File: config.mk
export PLATFORM = sky130hd
export DESIGN_NAME = op_request_master
export DESIGN_NICKNAME = d
export VERILOG_FILES = /design/src/rtl/op_request_master.sv
export SDC_FILE = /design/constraint.sdc
export NUM_CORES = 1
export LEC_CHECK = 0
export CAP_MARGIN = 20
export CORE_AREA = 2 2 81 83
export CTS_BUF_LIST = sky130_fd_sc_hd__clkbuf_8 sky130_fd_sc_hd__clkbuf_16
export DETAILED_ROUTE_END_ITERATION = 7
export DIE_AREA = 0 0 83 85
export GPL_TIMING_DRIVEN = 0
export PLACE_DENSITY = 0.67
export SLEW_MARGIN = 15
export SYNTH_ARGS = -nofsm -noshare
export SYNTH_HDL_FRONTEND = slang
export SYNTH_SLANG_ARGS = --single-unit
export TNS_END_PERCENT = 10
File: constraint.sdc
create_clock -name clk -period 1.6 [get_ports clk]
set_input_delay 0.24 -clock clk [delete_from_list [all_inputs] [get_ports clk]]
set_output_delay 0.24 -clock clk [all_outputs]
set_load 0.005 [all_outputs]
File: src/rtl/op_request_master.sv
// op_request_master
//   Initiator side of the start/a/b -> y/valid compute-unit interface.
//   Takes one operand pair from a valid/ready input stream, issues a one-cycle
//   start pulse with a/b held stable, waits for the unit's valid pulse (or a
//   timeout), and presents the captured result on a valid/ready output stream.
//   Only one transaction is outstanding at a time.
//
// Ports
//   clk, rst_n          clock, asynchronous active-low reset
//   in_valid/in_ready   operand stream handshake (in_ready high only in IDLE)
//   in_a, in_b          operands
//   start               one-cycle request pulse to the unit
//   a, b                operands to the unit, stable from accept to next accept
//   y, valid            result and result-valid pulse from the unit
//   out_valid/out_ready result stream handshake
//   out_y, out_err      captured result (0 on timeout), timeout flag
//   stray               one-cycle pulse when valid arrives in IDLE or HOLD
//   txn_cnt             count of handed-off transactions, wraps
module op_request_master #(
  parameter int unsigned W       = 10,
  parameter int unsigned TIMEOUT = 16,
  parameter int unsigned CNT_W   = 8
) (
  input  logic             clk,
  input  logic             rst_n,
  input  logic             in_valid,
  output logic             in_ready,
  input  logic [W-1:0]     in_a,
  input  logic [W-1:0]     in_b,
  output logic             start,
  output logic [W-1:0]     a,
  output logic [W-1:0]     b,
  input  logic [W-1:0]     y,
  input  logic             valid,
  output logic             out_valid,
  input  logic             out_ready,
  output logic [W-1:0]     out_y,
  output logic             out_err,
  output logic             stray,
  output logic [CNT_W-1:0] txn_cnt
);

  localparam int unsigned TW = $clog2(TIMEOUT) + 1;

  typedef enum logic [1:0] {
    IDLE  = 2'd0,
    ISSUE = 2'd1,
    WAIT  = 2'd2,
    HOLD  = 2'd3
  } state_e;

  state_e           state_q;
  logic [TW-1:0]    timer_q;
  logic             start_q;
  logic [W-1:0]     a_q;
  logic [W-1:0]     b_q;
  logic             out_valid_q;
  logic [W-1:0]     out_y_q;
  logic             out_err_q;
  logic             stray_q;
  logic [CNT_W-1:0] txn_cnt_q;

  assign in_ready  = (state_q == IDLE);
  assign start     = start_q;
  assign a         = a_q;
  assign b         = b_q;
  assign out_valid = out_valid_q;
  assign out_y     = out_y_q;
  assign out_err   = out_err_q;
  assign stray     = stray_q;
  assign txn_cnt   = txn_cnt_q;

  always_ff @(posedge clk or negedge rst_n) begin
    if (!rst_n) begin
      state_q     <= IDLE;
      timer_q     <= '0;
      start_q     <= 1'b0;
      a_q         <= '0;
      b_q         <= '0;
      out_valid_q <= 1'b0;
      out_y_q     <= '0;
      out_err_q   <= 1'b0;
      stray_q     <= 1'b0;
      txn_cnt_q   <= '0;
    end else begin
      // A unit response is only meaningful while a request is in flight.
      stray_q <= valid && ((state_q == IDLE) || (state_q == HOLD));

      case (state_q)
        IDLE: begin
          if (in_valid) begin
            a_q     <= in_a;
            b_q     <= in_b;
            start_q <= 1'b1;
            state_q <= ISSUE;
          end
        end

        ISSUE: begin
          start_q <= 1'b0;
          timer_q <= '0;
          // Early response in the start cycle is accepted like a WAIT hit.
          if (valid) begin
            out_y_q     <= y;
            out_err_q   <= 1'b0;
            out_valid_q <= 1'b1;
            state_q     <= HOLD;
          end else begin
            state_q <= WAIT;
          end
        end

        WAIT: begin
          timer_q <= timer_q + 1'b1;
          // valid is tested first so it wins over a coincident timeout.
          if (valid) begin
            out_y_q     <= y;
            out_err_q   <= 1'b0;
            out_valid_q <= 1'b1;
            state_q     <= HOLD;
          end else if (timer_q == TW'(TIMEOUT - 1)) begin
            out_y_q     <= '0;
            out_err_q   <= 1'b1;
            out_valid_q <= 1'b1;
            state_q     <= HOLD;
          end
        end

        HOLD: begin
          if (out_ready) begin
            out_valid_q <= 1'b0;
            txn_cnt_q   <= txn_cnt_q + 1'b1;
            state_q     <= IDLE;
          end
        end
      endcase
    end
  end

endmodule

==> out/qor.yml <==
layout:
  most-common-layout-cells: "clkdlybuf4s50_1 (75), dfrtp_1 (49), mux2_2 (13)"
  regArea_sq_um: 1226
  multi_input_area_sq_um: 894.6
  nNetsFinal: 293
  utilization_pct: 53.50
  mostFrequentLayoutCell: "clkdlybuf4s50_1"
  antenna_cells: 0
  fillers: 520
  syn2layout_area_growth_pct: 57.63
  drive_gt1_share_pct: 22.71
synthesis:
  synth_area_per_cell_sq_um: 13.76
  synth_cells: 153
  ys_warn_count: 0
  synth_top_cell_by_area: "dfrtp_1"
  netlist-cell-type-count: 31
  syn_nets: 196
  synthDominantCellAreaShare_pct: 58.23
  ys_top_cells_by_area: "dfrtp_1 (58%), mux2_2 (7.0%), a22o_1 (5.0%), mux2_1 (4.8%), ha_1 (4.8%)"
  yosysSeqAreaShare_pct: 58.23
  ys_seq_elements: 49
  synth_area_sq_um: 2106
drt:
  antenna_left: 0
  first_iter_violations: 52
  drc: 0
  dr_total_vias: 1529
  first_pass_iters: 4
  viasPerCell: 4.662
  wirelength_um: 4427
  wire_per_inst_um: 13.50
sta:
  setup_violations: 0
  relSlewSlack_pct: 72.51
  fin_crit_ns: 1.565
  worst_pin_slew_ns: 0.4124
  maxClockFrequency_ghz: 0.6388
  fin_ws_ns: 0.03464
  maxSlewViolCount: 0
  finalCritPeriodShare_pct: 97.83
  rsz0062_at_grt: "yes"
  finalHoldViolations: 0
  finClkSkew_ns: 0.005194
place:
  portBuffers: 77
  gp_congestion: 0.7414
  place_ws_ns: -0.1556
  hpwl_um: 3147
clock_tree:
  clk_latency_ns: 0.30
  cts_buffers: 5
  cts_root_buf: "clkbuf_8"
  cts.sinks: 49
  cts_tree: "built"
  clk_transition_reported_paths_ns: 0.09
  cts_htree_levels: 2
  clockBufferDepth: 2
power_and_ir_drop:
  p_per_area_nw_per_um2: 1794
  leakagePower_nw: 1.435
  design_power_total_mw: 5.955
  irDropWorstVdd_mv: 0.8447
floorplanning:
  dieArea_sq_um: 7055
  io_pins: 78
  die_y_um: 85
  start_util_pct: 33.94
  rows: 29
  core_area_sq_um: 6205
  die_w_um: 83
critical_path:
  endpoint: "state_q[1]"
  r2r_slack_ns: 0.03
  path_cells: "ha_2 > and3_4 > ha_4 > nor3b_4 > nor3_4 > mux2i_1"
  critPathArrivalTime_ns: 1.74
  cp-end-kind: "flop"
  required_ns: 1.78
  ff2ff_path_depth: 6
  crit_type: "reg -> reg"
  timing.rr.end: "state_q[1]"
  cp-start-kind: "flop"
  startpoint: "timer_q[0]"
  r2r_start: "timer_q[0]"
  max_stage_delay_ns: 0.39
  crit_slowest_cell: "dfrtp_1"
  cp_max_fo: 3
global_route:
  grt_pass1_wl_um: 7659
  grt_max_degree: 34
  grt_usage_pct: 13.30
  grt_pass1_vias: 1543
  antenna_found_initial: 0
  gr-total-overflow: 0
outcome:
  status: "finished, final reports clean"
flow_run:
  drv_cap: 0
hold_path:
  hold_path.class: "in -> async"
==> cell families (layout without fill, tap and decap cells) <==
logic type                 count (synthesis)  after routing  synth area share, %
AOI/OAI and AO/OA                         22             22                8.616
xor gates and xnor gates                   7              7                2.912
adders and majority gates                  8              8                4.754
buffers and inverters                     14            112                3.862
DFF                                       49             49                58.23
muxes                                     26             26                13.67
and+or+nand+nor                           27             27                7.962
==> per-layer routing <==
metal	part of all wire, %	up-vias	GRT usage [%]
met1	46	737	17.56
met2	46	49	20.67
met3	5.9	9	4.669
met5	0	-	0
li1	-	734	-
met4	1.3	0	4.173
==> per-stage QoR <==
stage | setup TNS [ns] | hold WS, ns | cells | cell area [sq um]
floorplan | 0 | -0.05559 | 153 | 2106
global placement | -61.85 | 0.4615 | 307 | 2973
detailed placement | -1.701 | 0.2000 | 308 | 2988
CTS | -0.02859 | 0.4044 | 328 | 3281
global route | -0.2301 | 0.4288 | 328 | 3319
finish | 0 | 0.4049 | 328 | 3319
==> flip-flops by register name (all words and copies together) (netlist names) <==
register   count
a             10
out_err        1
state_q        2
txn_cnt        8
timer_q        5
b             10
stray          1
out_y         10
out_valid      1
start          1
==> cells in the mapped netlist, drive strengths merged <==
cell	n
a21oi	1
xnor2	5
o21ai	2
nand3	4
nand4	1
o41ai	2
buf	6
and4	1
o21a	1
xor2	2
mux2i	4
a211oi	1
nor3	2
and3	3
dfrtp	49
ha	8
a22o	12
o2bb2ai	1
mux2	22
o22ai	2
nor2b	6
nand2	8
nor2	1
inv	8
nor3b	1
==> where the power goes <==
part / internal (mW) / switching, mW / leakage [nW] / total, mW
clock: 0.509 / 0.412 / 0.0574 / 0.921
combinational: 1.90 / 1.06 / 0.772 / 2.97
sequential: 1.77 / 0.293 / 0.605 / 2.07
==> worst min path at each step <==
stage / endpoint / cells after the start
floorplan: a[0] / 0
global placement: txn_cnt[7] / 1
detailed placement: txn_cnt[3] / 1
CTS: txn_cnt[3] / 2
global route: out_y[0] / 2
finish: txn_cnt[3] / 2
==> layout make-up <==
type,instances,area share (%)
inverters,8,0.9046
plain buffers,6,1.659
multi-input cells,90,26.95
well taps,77,2.902
clock buffers,6,2.488
flip-flops and latches,49,36.94
repair buffers,90,27.03
clock inverters,2,1.131
==> critical path, delay by kind of cell (launching register included) <==
kind	cells	cell delay, ns
simple gates	3	0.57
flops	1	0.39
fa+ha+maj	2	0.35
mux	1	0.13
==> timing repair <==
| item | CTS | global route |
|---|---|---|
| hold endpoints to repair | 16 | 0 |
| cloned | 2 | 0 |
| hold buffers | 1 | 0 |
| resized for setup | 19 | 7 |
| endpoints found under the setup margin | 35 | 14 |
| buffers inserted | 9 | 1 |
| pin swaps | 5 | 7 |
(Power assumes the default switching activity.)
